## src/rtl/multicycle_pkg.sv

```systemverilog
// Shared encodings for the multicycle RISC-V controller: states, opcodes, mux selects, ALU codes.
// Latency: n/a (types and constants only). Backpressure: n/a.
// Build option ILLEGAL_TRAP_EN enables the TRAP state in the controller.
package multicycle_pkg;

    typedef enum logic [3:0] {
        FETCH    = 4'd0,
        DECODE   = 4'd1,
        MEMADR   = 4'd2,
        MEMREAD  = 4'd3,
        MEMWB    = 4'd4,
        MEMWRITE = 4'd5,
        EXECUTER = 4'd6,
        EXECUTEI = 4'd7,
        JAL      = 4'd8,
        ALUWB    = 4'd9,
        BEQ      = 4'd10,
        TRAP     = 4'd11
    } state_t;

    localparam logic [6:0] OP_LW  = 7'b0000011;
    localparam logic [6:0] OP_SW  = 7'b0100011;
    localparam logic [6:0] OP_R   = 7'b0110011;
    localparam logic [6:0] OP_I   = 7'b0010011;
    localparam logic [6:0] OP_JAL = 7'b1101111;
    localparam logic [6:0] OP_BEQ = 7'b1100011;

    typedef enum logic [1:0] {
        ALUOP_ADD   = 2'b00,
        ALUOP_SUB   = 2'b01,
        ALUOP_FUNCT = 2'b10
    } alu_op_t;

    localparam logic [2:0] ALU_ADD = 3'b000;
    localparam logic [2:0] ALU_SUB = 3'b001;
    localparam logic [2:0] ALU_AND = 3'b010;
    localparam logic [2:0] ALU_OR  = 3'b011;
    localparam logic [2:0] ALU_SLT = 3'b101;

    localparam logic [1:0] RES_ALUOUT    = 2'b00;
    localparam logic [1:0] RES_DATA      = 2'b01;
    localparam logic [1:0] RES_ALURESULT = 2'b10;

    localparam logic [1:0] SRCA_PC    = 2'b00;
    localparam logic [1:0] SRCA_OLDPC = 2'b01;
    localparam logic [1:0] SRCA_RS1   = 2'b10;

    localparam logic [1:0] SRCB_RS2  = 2'b00;
    localparam logic [1:0] SRCB_IMM  = 2'b01;
    localparam logic [1:0] SRCB_FOUR = 2'b10;

    localparam logic [1:0] IMM_I = 2'b00;
    localparam logic [1:0] IMM_S = 2'b01;
    localparam logic [1:0] IMM_B = 2'b10;
    localparam logic [1:0] IMM_J = 2'b11;

    function automatic logic [1:0] imm_src_of(input logic [6:0] op);
        case (op)
            OP_SW:   return IMM_S;
            OP_BEQ:  return IMM_B;
            OP_JAL:  return IMM_J;
            default: return IMM_I;
        endcase
    endfunction

endpackage

```

## src/rtl/multicycle_alu_ctl.sv

```systemverilog
// ALU control decode: alu_op plus funct fields to a 3-bit ALU operation.
// Latency: combinational. Backpressure: none.
// Unaffected by ILLEGAL_TRAP_EN.
module multicycle_alu_ctl
    import multicycle_pkg::*;
(
    input  alu_op_t    i_alu_op,
    input  logic [2:0] i_funct3,
    input  logic       i_op_b5,
    input  logic       i_funct7b5,
    output logic [2:0] o_alu_control
);

    always_comb begin
        o_alu_control = ALU_ADD;
        case (i_alu_op)
            ALUOP_SUB: o_alu_control = ALU_SUB;
            ALUOP_FUNCT: begin
                case (i_funct3)
                    // funct7b5 only selects sub for register-register ops; addi ignores it
                    3'b000:  o_alu_control = (i_op_b5 & i_funct7b5) ? ALU_SUB : ALU_ADD;
                    3'b010:  o_alu_control = ALU_SLT;
                    3'b110:  o_alu_control = ALU_OR;
                    3'b111:  o_alu_control = ALU_AND;
                    default: o_alu_control = ALU_ADD;
                endcase
            end
            default: o_alu_control = ALU_ADD;
        endcase
    end

endmodule

```

## src/rtl/multicycle_controller.sv

```systemverilog
// Moore controller for the shared-memory multicycle RISC-V datapath (3-5 states per instruction).
// Latency: beq 3, R/I/jal/sw 4, lw 5 cycles with zero-wait memory. Backpressure: FETCH/MEMREAD/MEMWRITE hold until mem_ready.
// ILLEGAL_TRAP_EN: undecoded opcodes lock into TRAP with sticky illegal_instr; otherwise they retire as NOPs.
module multicycle_controller
    import multicycle_pkg::*;
#(
    parameter bit RESET_STATE_FETCH = 1'b1
) (
    input  logic       clk,
    input  logic       reset_n,
    input  logic [6:0] op,
    input  logic [2:0] funct3,
    input  logic       funct7b5,
    input  logic       zero,
    input  logic       mem_ready,
    output logic       pc_write,
    output logic       adr_src,
    output logic       mem_write,
    output logic       ir_write,
    output logic [1:0] result_src,
    output logic [1:0] alu_src_a,
    output logic [1:0] alu_src_b,
    output logic [1:0] imm_src,
    output logic       reg_write,
    output logic [2:0] alu_control,
    output logic       instr_retire,
    output logic       illegal_instr
);

    if (RESET_STATE_FETCH != 1'b1) begin : g_bad_reset_state
        $error("RESET_STATE_FETCH must stay 1");
    end

    state_t  r_state;
    state_t  w_state;
    state_t  w_next;
    alu_op_t w_alu_op;
    logic    w_pc_write, w_mem_write, w_ir_write, w_reg_write, w_retire, w_illegal;

    always_ff @(posedge clk) begin
        if (!reset_n) r_state <= FETCH;
        else          r_state <= w_next;
    end

    always_comb begin
        // during reset the selects present FETCH values
        w_state     = reset_n ? r_state : FETCH;
        w_next      = w_state;
        adr_src     = 1'b0;
        result_src  = RES_ALUOUT;
        alu_src_a   = SRCA_PC;
        alu_src_b   = SRCB_RS2;
        w_alu_op    = ALUOP_ADD;
        w_pc_write  = 1'b0;
        w_mem_write = 1'b0;
        w_ir_write  = 1'b0;
        w_reg_write = 1'b0;
        w_retire    = 1'b0;
        w_illegal   = 1'b0;
        case (w_state)
            FETCH: begin
                alu_src_b  = SRCB_FOUR;
                result_src = RES_ALURESULT;
                w_ir_write = mem_ready;
                w_pc_write = mem_ready;
                if (mem_ready) w_next = DECODE;
            end
            DECODE: begin
                alu_src_a = SRCA_OLDPC;
                alu_src_b = SRCB_IMM;
                case (op)
                    OP_LW, OP_SW: w_next = MEMADR;
                    OP_R:         w_next = EXECUTER;
                    OP_I:         w_next = EXECUTEI;
                    OP_JAL:       w_next = JAL;
                    OP_BEQ:       w_next = BEQ;
                    default: begin
`ifdef ILLEGAL_TRAP_EN
                        w_next = TRAP;
`else
                        w_next   = FETCH;
                        w_retire = 1'b1;
`endif
                    end
                endcase
            end
            MEMADR: begin
                alu_src_a = SRCA_RS1;
                alu_src_b = SRCB_IMM;
                w_next    = op[5] ? MEMWRITE : MEMREAD;
            end
            MEMREAD: begin
                adr_src = 1'b1;
                if (mem_ready) w_next = MEMWB;
            end
            MEMWB: begin
                result_src  = RES_DATA;
                w_reg_write = 1'b1;
                w_retire    = 1'b1;
                w_next      = FETCH;
            end
            MEMWRITE: begin
                adr_src     = 1'b1;
                w_mem_write = 1'b1;
                w_retire    = mem_ready;
                if (mem_ready) w_next = FETCH;
            end
            EXECUTER: begin
                alu_src_a = SRCA_RS1;
                alu_src_b = SRCB_RS2;
                w_alu_op  = ALUOP_FUNCT;
                w_next    = ALUWB;
            end
            EXECUTEI: begin
                alu_src_a = SRCA_RS1;
                alu_src_b = SRCB_IMM;
                w_alu_op  = ALUOP_FUNCT;
                w_next    = ALUWB;
            end
            JAL: begin
                alu_src_a  = SRCA_OLDPC;
                alu_src_b  = SRCB_FOUR;
                w_pc_write = 1'b1;
                w_next     = ALUWB;
            end
            ALUWB: begin
                w_reg_write = 1'b1;
                w_retire    = 1'b1;
                w_next      = FETCH;
            end
            BEQ: begin
                alu_src_a  = SRCA_RS1;
                alu_src_b  = SRCB_RS2;
                w_alu_op   = ALUOP_SUB;
                w_pc_write = zero;
                w_retire   = 1'b1;
                w_next     = FETCH;
            end
`ifdef ILLEGAL_TRAP_EN
            TRAP: begin
                w_illegal = 1'b1;
                w_next    = TRAP;
            end
`endif
            default: w_next = FETCH;
        endcase
    end

    assign pc_write      = w_pc_write  & reset_n;
    assign mem_write     = w_mem_write & reset_n;
    assign ir_write      = w_ir_write  & reset_n;
    assign reg_write     = w_reg_write & reset_n;
    assign instr_retire  = w_retire    & reset_n;
    assign illegal_instr = w_illegal   & reset_n;
    assign imm_src       = imm_src_of(op);

    multicycle_alu_ctl u_alu_ctl (
        .i_alu_op      (w_alu_op),
        .i_funct3      (funct3),
        .i_op_b5       (op[5]),
        .i_funct7b5    (funct7b5),
        .o_alu_control (alu_control)
    );

endmodule

```

## config.mk

```make
export PLATFORM = sky130hd
export DESIGN_NAME = multicycle_controller
export DESIGN_NICKNAME = d
export VERILOG_FILES = /design/src/rtl/multicycle_pkg.sv /design/src/rtl/multicycle_alu_ctl.sv /design/src/rtl/multicycle_controller.sv
export SDC_FILE = /design/constraint.sdc
export NUM_CORES = 1
export LEC_CHECK = 0
export BUFFER_PORTS_ARGS = -buffer_cell sky130_fd_sc_hd__buf_2
export CAP_MARGIN = 15
export CORE_MARGIN = 2
export CORE_UTILIZATION = 35
export DETAILED_ROUTE_END_ITERATION = 6
export SETUP_SLACK_MARGIN = 0.15
export SYNTH_ARGS = -nofsm -noshare
export SYNTH_HDL_FRONTEND = slang
export SYNTH_SLANG_ARGS = --single-unit
```

## constraint.sdc

```tcl
create_clock -name clk -period 4.05 [get_ports clk]
set_input_delay 0.81 -clock clk [delete_from_list [all_inputs] [get_ports clk]]
set_output_delay 0.81 -clock clk [all_outputs]
set_load 0.02 [all_outputs]
```

==> impl_metrics.env, run 1 <==
export IMPL_cts_repair_resized=0
export IMPL_cts_tree="yes"
export IMPL_numCtsBuffers=3
export IMPL_grt_max_degree=22
export IMPL_drc=0
export IMPL_hold_path_class="primary input to register"
export IMPL_pwr_share_seq_pct=32.2
export IMPL_drt_initial_drc_count=21
export IMPL_hold_buffers=0
export IMPL_ys_seq_elements=4
export IMPL_cap_violations=0
export IMPL_async_reset_ff_share_pct=0
export IMPL_syn2layout_area_growth_pct=22.4
export IMPL_clockPowerShare_pct=38.1
export IMPL_setup_tns_ps=0
export IMPL_grt_busiest_layer="met2"
export IMPL_largest_register_ffs=4
export IMPL_grt_pass1_wl_um=3090
export IMPL_synthCells=103
export IMPL_ys_warnings_count=0
export IMPL_via_count=841
export IMPL_maxSlewViolCount=0
export IMPL_io_pins=33
export IMPL_gp_congestion=0.728
export IMPL_combPwrFrac_pct=29.7
export IMPL_period_share_pct=77.3
export IMPL_yosysSeqAreaShare_pct=11.5
export IMPL_reg_top3="r_state: 4 flops"
export IMPL_outcome="completed"
export IMPL_cts_max_level=1
export IMPL_die_h_um=48.7
export IMPL_grtUsageMet2_pct=27.2
export IMPL_arrival_ps=2320
export IMPL_switching_share_pct=33.2
export IMPL_cts_root_buf="clkbuf_4"
export IMPL_num_nets_final=148
export IMPL_wl_um=1860
export IMPL_synthFlopType="dfxtp_1"
export IMPL_row_count=16
export IMPL_p_sw_mw=0.0449
export IMPL_groute_usage_overall_pct=16.1
export IMPL_worst_hold_slack_ps=847
export IMPL_rsz0062_at_grt="false"
export IMPL_ys_types=42
export IMPL_top_register="r_state"
export IMPL_buffer_ports_inserted=31
export IMPL_cts_buffer_depth=2
export IMPL_via_per_inst=5.39
export IMPL_n_antenna_cell=0
export IMPL_place_inst=153
export IMPL_cts_setup_buffers=0
export IMPL_clk_latency_ps=250
export IMPL_clk_pin_slew_ps=40
export IMPL_path_class="primary input to primary output"
export IMPL_peakVddDrop_v=0.000102
export IMPL_instances_no_fill=156
export IMPL_power_density_nw_per_um2=158
export IMPL_slew_headroom_pct=48.7
export IMPL_antenna_found_initial=0
export IMPL_die_area_sq_um=2370
export IMPL_critPathMaxFanout=16
export IMPL_startpoint_type="primary input"
export IMPL_grt_pass1_vias=729
export IMPL_setup_viol=0
export IMPL_fmax_mhz=320
export IMPL_start_util_pct=36.3
export IMPL_use_met3_pct=3.40
export IMPL_synth_edf_count=0
export IMPL_wl_per_cell_um=11.9
export IMPL_finClkSkew_ps=6.19
export IMPL_cts_num_sinks=4
export IMPL_ant_nets=0
export IMPL_r2r_setup_slack_ps=2430
export IMPL_overflow=0
export IMPL_finalHoldViolCount=0
export IMPL_dr_pass1_iters=5
export IMPL_p_int_mw=0.0904
export IMPL_worst_slew_pin_slew_ps=769
export IMPL_core_area_sq_um=1920
export IMPL_period_needed_ps=3130
export IMPL_die_width_um=48.7
export IMPL_avgSynthCellArea_sq_um=6.78
export IMPL_use_met1_pct=19.5
export IMPL_netlist_area_sq_um=698
export IMPL_cp_end_kind="primary output"
export IMPL_synth_nets=120
export IMPL_hpwl_um=1410
export IMPL_drive_gt1_share_pct=28.7
export IMPL_leakagePower_nw=0.402
export IMPL_required_ps=3240
cells by family (layout without fill, tap and decap cells):
family                     after synthesis  in the layout  synth area share (%)
and+or+nand+nor                         53             53                  43.0
AOI/OAI and AO/OA                       27             27                  26.9
buffers and inverters                   13             39                  10.6
DFF                                      4              4                  11.5
adders and majority gates                2              2                  3.58
xor gates and xnor gates                 2              2                  2.51
other                                    1              1                 0.537
muxes                                    1              1                  1.43
power by group through the flow:
stage | clock network [mW] | registers (mW) | logic [mW]
floorplan | 0 | 0.0411 | 0.0281
global placement | 0 | 0.0441 | 0.0393
detailed placement | 0 | 0.0441 | 0.0401
CTS | 0.0524 | 0.0436 | 0.0403
global route | 0.0565 | 0.0440 | 0.0440
finish | 0.0516 | 0.0436 | 0.0402
area by class of cell:
class                      instances  area (sq um)
clock buffer                       3          22.5
fill                             217          1070
inverter                           5          18.8
multi-input combinational         86           544
sequential                         4          80.1
tap                               27          33.8
timing repair buffer              31           155
cell usage in the layout, fill, tap and decap left out, types with 3 or more instances in the layout:
master / synthesis / layout
dfxtp_1: 4 / 4
inv_1: 5 / 5
nor2b_1: 3 / 3
clkbuf_4: 0 / 3
a21oi_1: 6 / 6
nand2_1: 9 / 9
nor4_1: 3 / 3
nor3_1: 5 / 5
nand2b_1: 6 / 6
nor2_1: 10 / 10
o21ai_0: 5 / 5
nand3_1: 3 / 3
buf_2: 2 / 31
and3_1: 3 / 3
per-layer routing:
metal  up-vias  wire, um
li1        430         -
met1       364       848
met2        43       821
met3         4       160
met4         0        25
met5         -         0
cells in the mapped netlist, types with 2 or more instances:
| cell type | n | area share [%] |
|---|---|---|
| a21oi_1 | 6 | 4.3 |
| a31oi_1 | 2 | 1.8 |
| a32o_1 | 2 | 2.9 |
| and2b_1 | 2 | 2.1 |
| and3_1 | 3 | 2.7 |
| buf_2 | 2 | 1.4 |
| buf_4 | 4 | 4.3 |
| dfxtp_1 | 4 | 11 |
| ha_1 | 2 | 3.6 |
| inv_1 | 5 | 2.7 |
| nand2_1 | 9 | 4.8 |
| nand2b_1 | 6 | 5.4 |
| nand3_1 | 3 | 2.1 |
| nand4_1 | 2 | 1.8 |
| nor2_1 | 10 | 5.4 |
| nor2b_1 | 3 | 2.7 |
| nor3_1 | 5 | 3.6 |
| nor4_1 | 3 | 2.7 |
| o21a_1 | 2 | 2.1 |
| o21ai_0 | 5 | 3.6 |
| xnor2_1 | 2 | 2.5 |
per-stage QoR:
stage | utilization, % | area (sq um) | worst slack, ps | power, mW
floorplan | - | 698 | 1080 | 0.0692
CTS | 44.5 | 855 | 941 | 0.136
detailed placement | 43.3 | 832 | 953 | 0.0843
global route | 44.5 | 855 | 817 | 0.144
finish | 44.5 | 855 | 921 | 0.135
global placement | 43.3 | 832 | 975 | 0.0834
worst paths after layout:
kind,cells past startpoint,endpoint,start
worst max-delay path,6,alu_control[2],reset_n
worst min-delay path,3,r_state[2],op[5]
worst max register to register,4,r_state[0],r_state[0]
worst min register to register,3,r_state[2],r_state[0]
critical path: stages:
cell and delay, ps:
buf_2 260, and2b_1 280, nand3_1 130, ha_1 360
nor4_1 260, buf_2 210
Power figures use the tool's default switching activity.
==> run 2: changes to the inputs <==
clock period = 3.1 ns   (was 4.05 ns; I/O delays follow)
==> run 2 against run 1 <==
Global-route usage increased by 0.26 points; clock power increased by 29%; die area unchanged; routed wire length decreased by 2.4%; register-to-register slack got worse by 860 ps; final cell count increased by 2.6%; sequential power increased by 22%; critical path type is now register to primary output; highest routed layer unchanged.
==> impl_metrics.env, run 2 (synthesized netlist as in run 1, its figures left out) <==
export IMPL_outcome="completed"
export IMPL_finClkSkew_ps=9.62
export IMPL_drive_gt1_share_pct=30.8
export IMPL_hold_path_class="primary input to register"
export IMPL_required_ps=2480
export IMPL_hpwl_um=1380
export IMPL_maxSlewViolCount=0
export IMPL_die_area_sq_um=2370
export IMPL_finalHoldViolCount=0
export IMPL_r2r_cells=4
export IMPL_place_inst=157
export IMPL_cp_end_kind="primary output"
export IMPL_ant_nets=0
export IMPL_r2r_setup_slack_ps=1570
export IMPL_seqCellArea_sq_um=80.1
export IMPL_critPathMaxFanout=16
export IMPL_grt_pass1_vias=745
export IMPL_crit_path_max_incr_delay_ps=630
export IMPL_setup_tns_ps=0
export IMPL_die_h_um=48.7
export IMPL_largest_register_ffs=4
export IMPL_n_fill_cell=210
export IMPL_start_util_pct=36.3
export IMPL_io_pins=33
export IMPL_rr_endpoint="r_state[0]"
export IMPL_min_delay_start="op[5]"
export IMPL_via_per_inst=5.23
export IMPL_path_class="register to primary output"
export IMPL_syn2layout_area_growth_pct=26.7
export IMPL_fmax_mhz=373
export IMPL_grt_max_degree=18
export IMPL_cap_violations=0
export IMPL_worst_slew_pin_slew_ps=511
export IMPL_reg2reg_from="r_state[2]"
export IMPL_reg_top3="r_state: 4 flops"
export IMPL_hold_buffers=0
export IMPL_cts_root_buf="clkbuf_4"
export IMPL_num_nets_final=152
export IMPL_power_density_nw_per_um2=201
export IMPL_instances_no_fill=160
export IMPL_peakVddDrop_v=0.000147
export IMPL_setup_viol=0
export IMPL_cts_tree="yes"
export IMPL_wl_um=1810
export IMPL_slowest_stage="dfxtp_1"
export IMPL_multi_input_area_sq_um=544
export IMPL_rsz0062_at_grt="false"
export IMPL_cts_max_level=1
export IMPL_numCtsBuffers=3
export IMPL_buffer_ports_inserted=31
export IMPL_clk_latency_ps=240
export IMPL_dr_pass1_iters=4
export IMPL_overflow=0
export IMPL_grt_pass1_wl_um=3130
export IMPL_drt_initial_drc_count=16
export IMPL_cts_setup_buffers=0
export IMPL_gp_congestion=0.737
export IMPL_row_count=16
export IMPL_antenna_found_initial=0
export IMPL_slew_headroom_pct=65.9
export IMPL_arrival_ps=2060
export IMPL_die_width_um=48.7
export IMPL_leakagePower_nw=0.423
export IMPL_drc=0
export IMPL_cts_repair_resized=0
export IMPL_period_share_pct=86.5
export IMPL_cts_num_sinks=4
export IMPL_layout_commonest_cell="buf_2"
export IMPL_clk_pin_slew_ps=40
export IMPL_crit_chain="and2b_1, nand3_1, ha_1, nor4_1, buf_2"
export IMPL_holdPathEnd="r_state[2]"
export IMPL_startpoint_type="register"
export IMPL_period_needed_ps=2680
export IMPL_wl_per_cell_um=11.3
export IMPL_top_register="r_state"
export IMPL_via_count=837
export IMPL_final_cell_mix="buf_2, nor2_1, nand2_1"
export IMPL_n_antenna_cell=0
export IMPL_cts_buffer_depth=2
export IMPL_groute_usage_overall_pct=16.3
export IMPL_core_area_sq_um=1920
export IMPL_min_path_cells=3
run 2: cell type report:
type | count | share of cell area [%]
tap | 27 | 3.82
clock buffer | 3 | 2.55
inverter | 5 | 2.12
timing repair buffer | 35 | 20.9
multi-input combinational | 86 | 61.5
sequential | 4 | 9.05
run 2: critical path, delay by kind of cell (launching register included):
| family | cells | cell delay [ps] |
|---|---|---|
| AND/OR/NAND/NOR | 3 | 720 |
| flip-flops | 1 | 630 |
| adder cells (fa/ha/maj) | 1 | 250 |
| buffers and inverters | 1 | 210 |
run 2: report_power, final:
part           total [mW]  switching, mW  internal, mW  leakage, nW
clock network      0.0666         0.0232        0.0434       0.0138
registers          0.0532       0.000560        0.0527       0.0325
logic              0.0581         0.0341        0.0240        0.377
run 2: through the flow:
| stage | power [mW] | instance area [sq um] | hold slack, ps | utilization, % | setup slack (ps) |
|---|---|---|---|---|---|
| final | 0.178 | 885 | 657 | 46.0 | 418 |
| after CTS | 0.179 | 885 | 651 | 46.0 | 434 |
| after global placement | 0.111 | 862 | 752 | 44.9 | 623 |
| after floorplan | 0.0904 | 698 | 611 | - | 512 |
| after detailed placement | 0.112 | 862 | 725 | 44.9 | 587 |
| after global routing | 0.190 | 885 | 669 | 46.0 | 174 |
run 2: worst max-delay path by stage:
stage / startpoint / slack [ps] / to
after floorplan: reset_n / 510 / alu_control[2]
after global placement: reset_n / 620 / alu_control[2]
after detailed placement: reset_n / 590 / alu_control[2]
after CTS: r_state[2] / 430 / alu_control[2]
after global routing: r_state[2] / 170 / alu_control[2]
final: r_state[2] / 420 / alu_control[2]
run 2: layer usage:
| layer | up-vias | share of wire, % | track usage (%) |
|---|---|---|---|
| li1 | 433 | - | - |
| met1 | 367 | 47 | 21.6 |
| met2 | 35 | 45 | 26.5 |
| met3 | 2 | 7.0 | 3.09 |
| met4 | 0 | 1.3 | 5.71 |
| met5 | - | 0 | 0 |
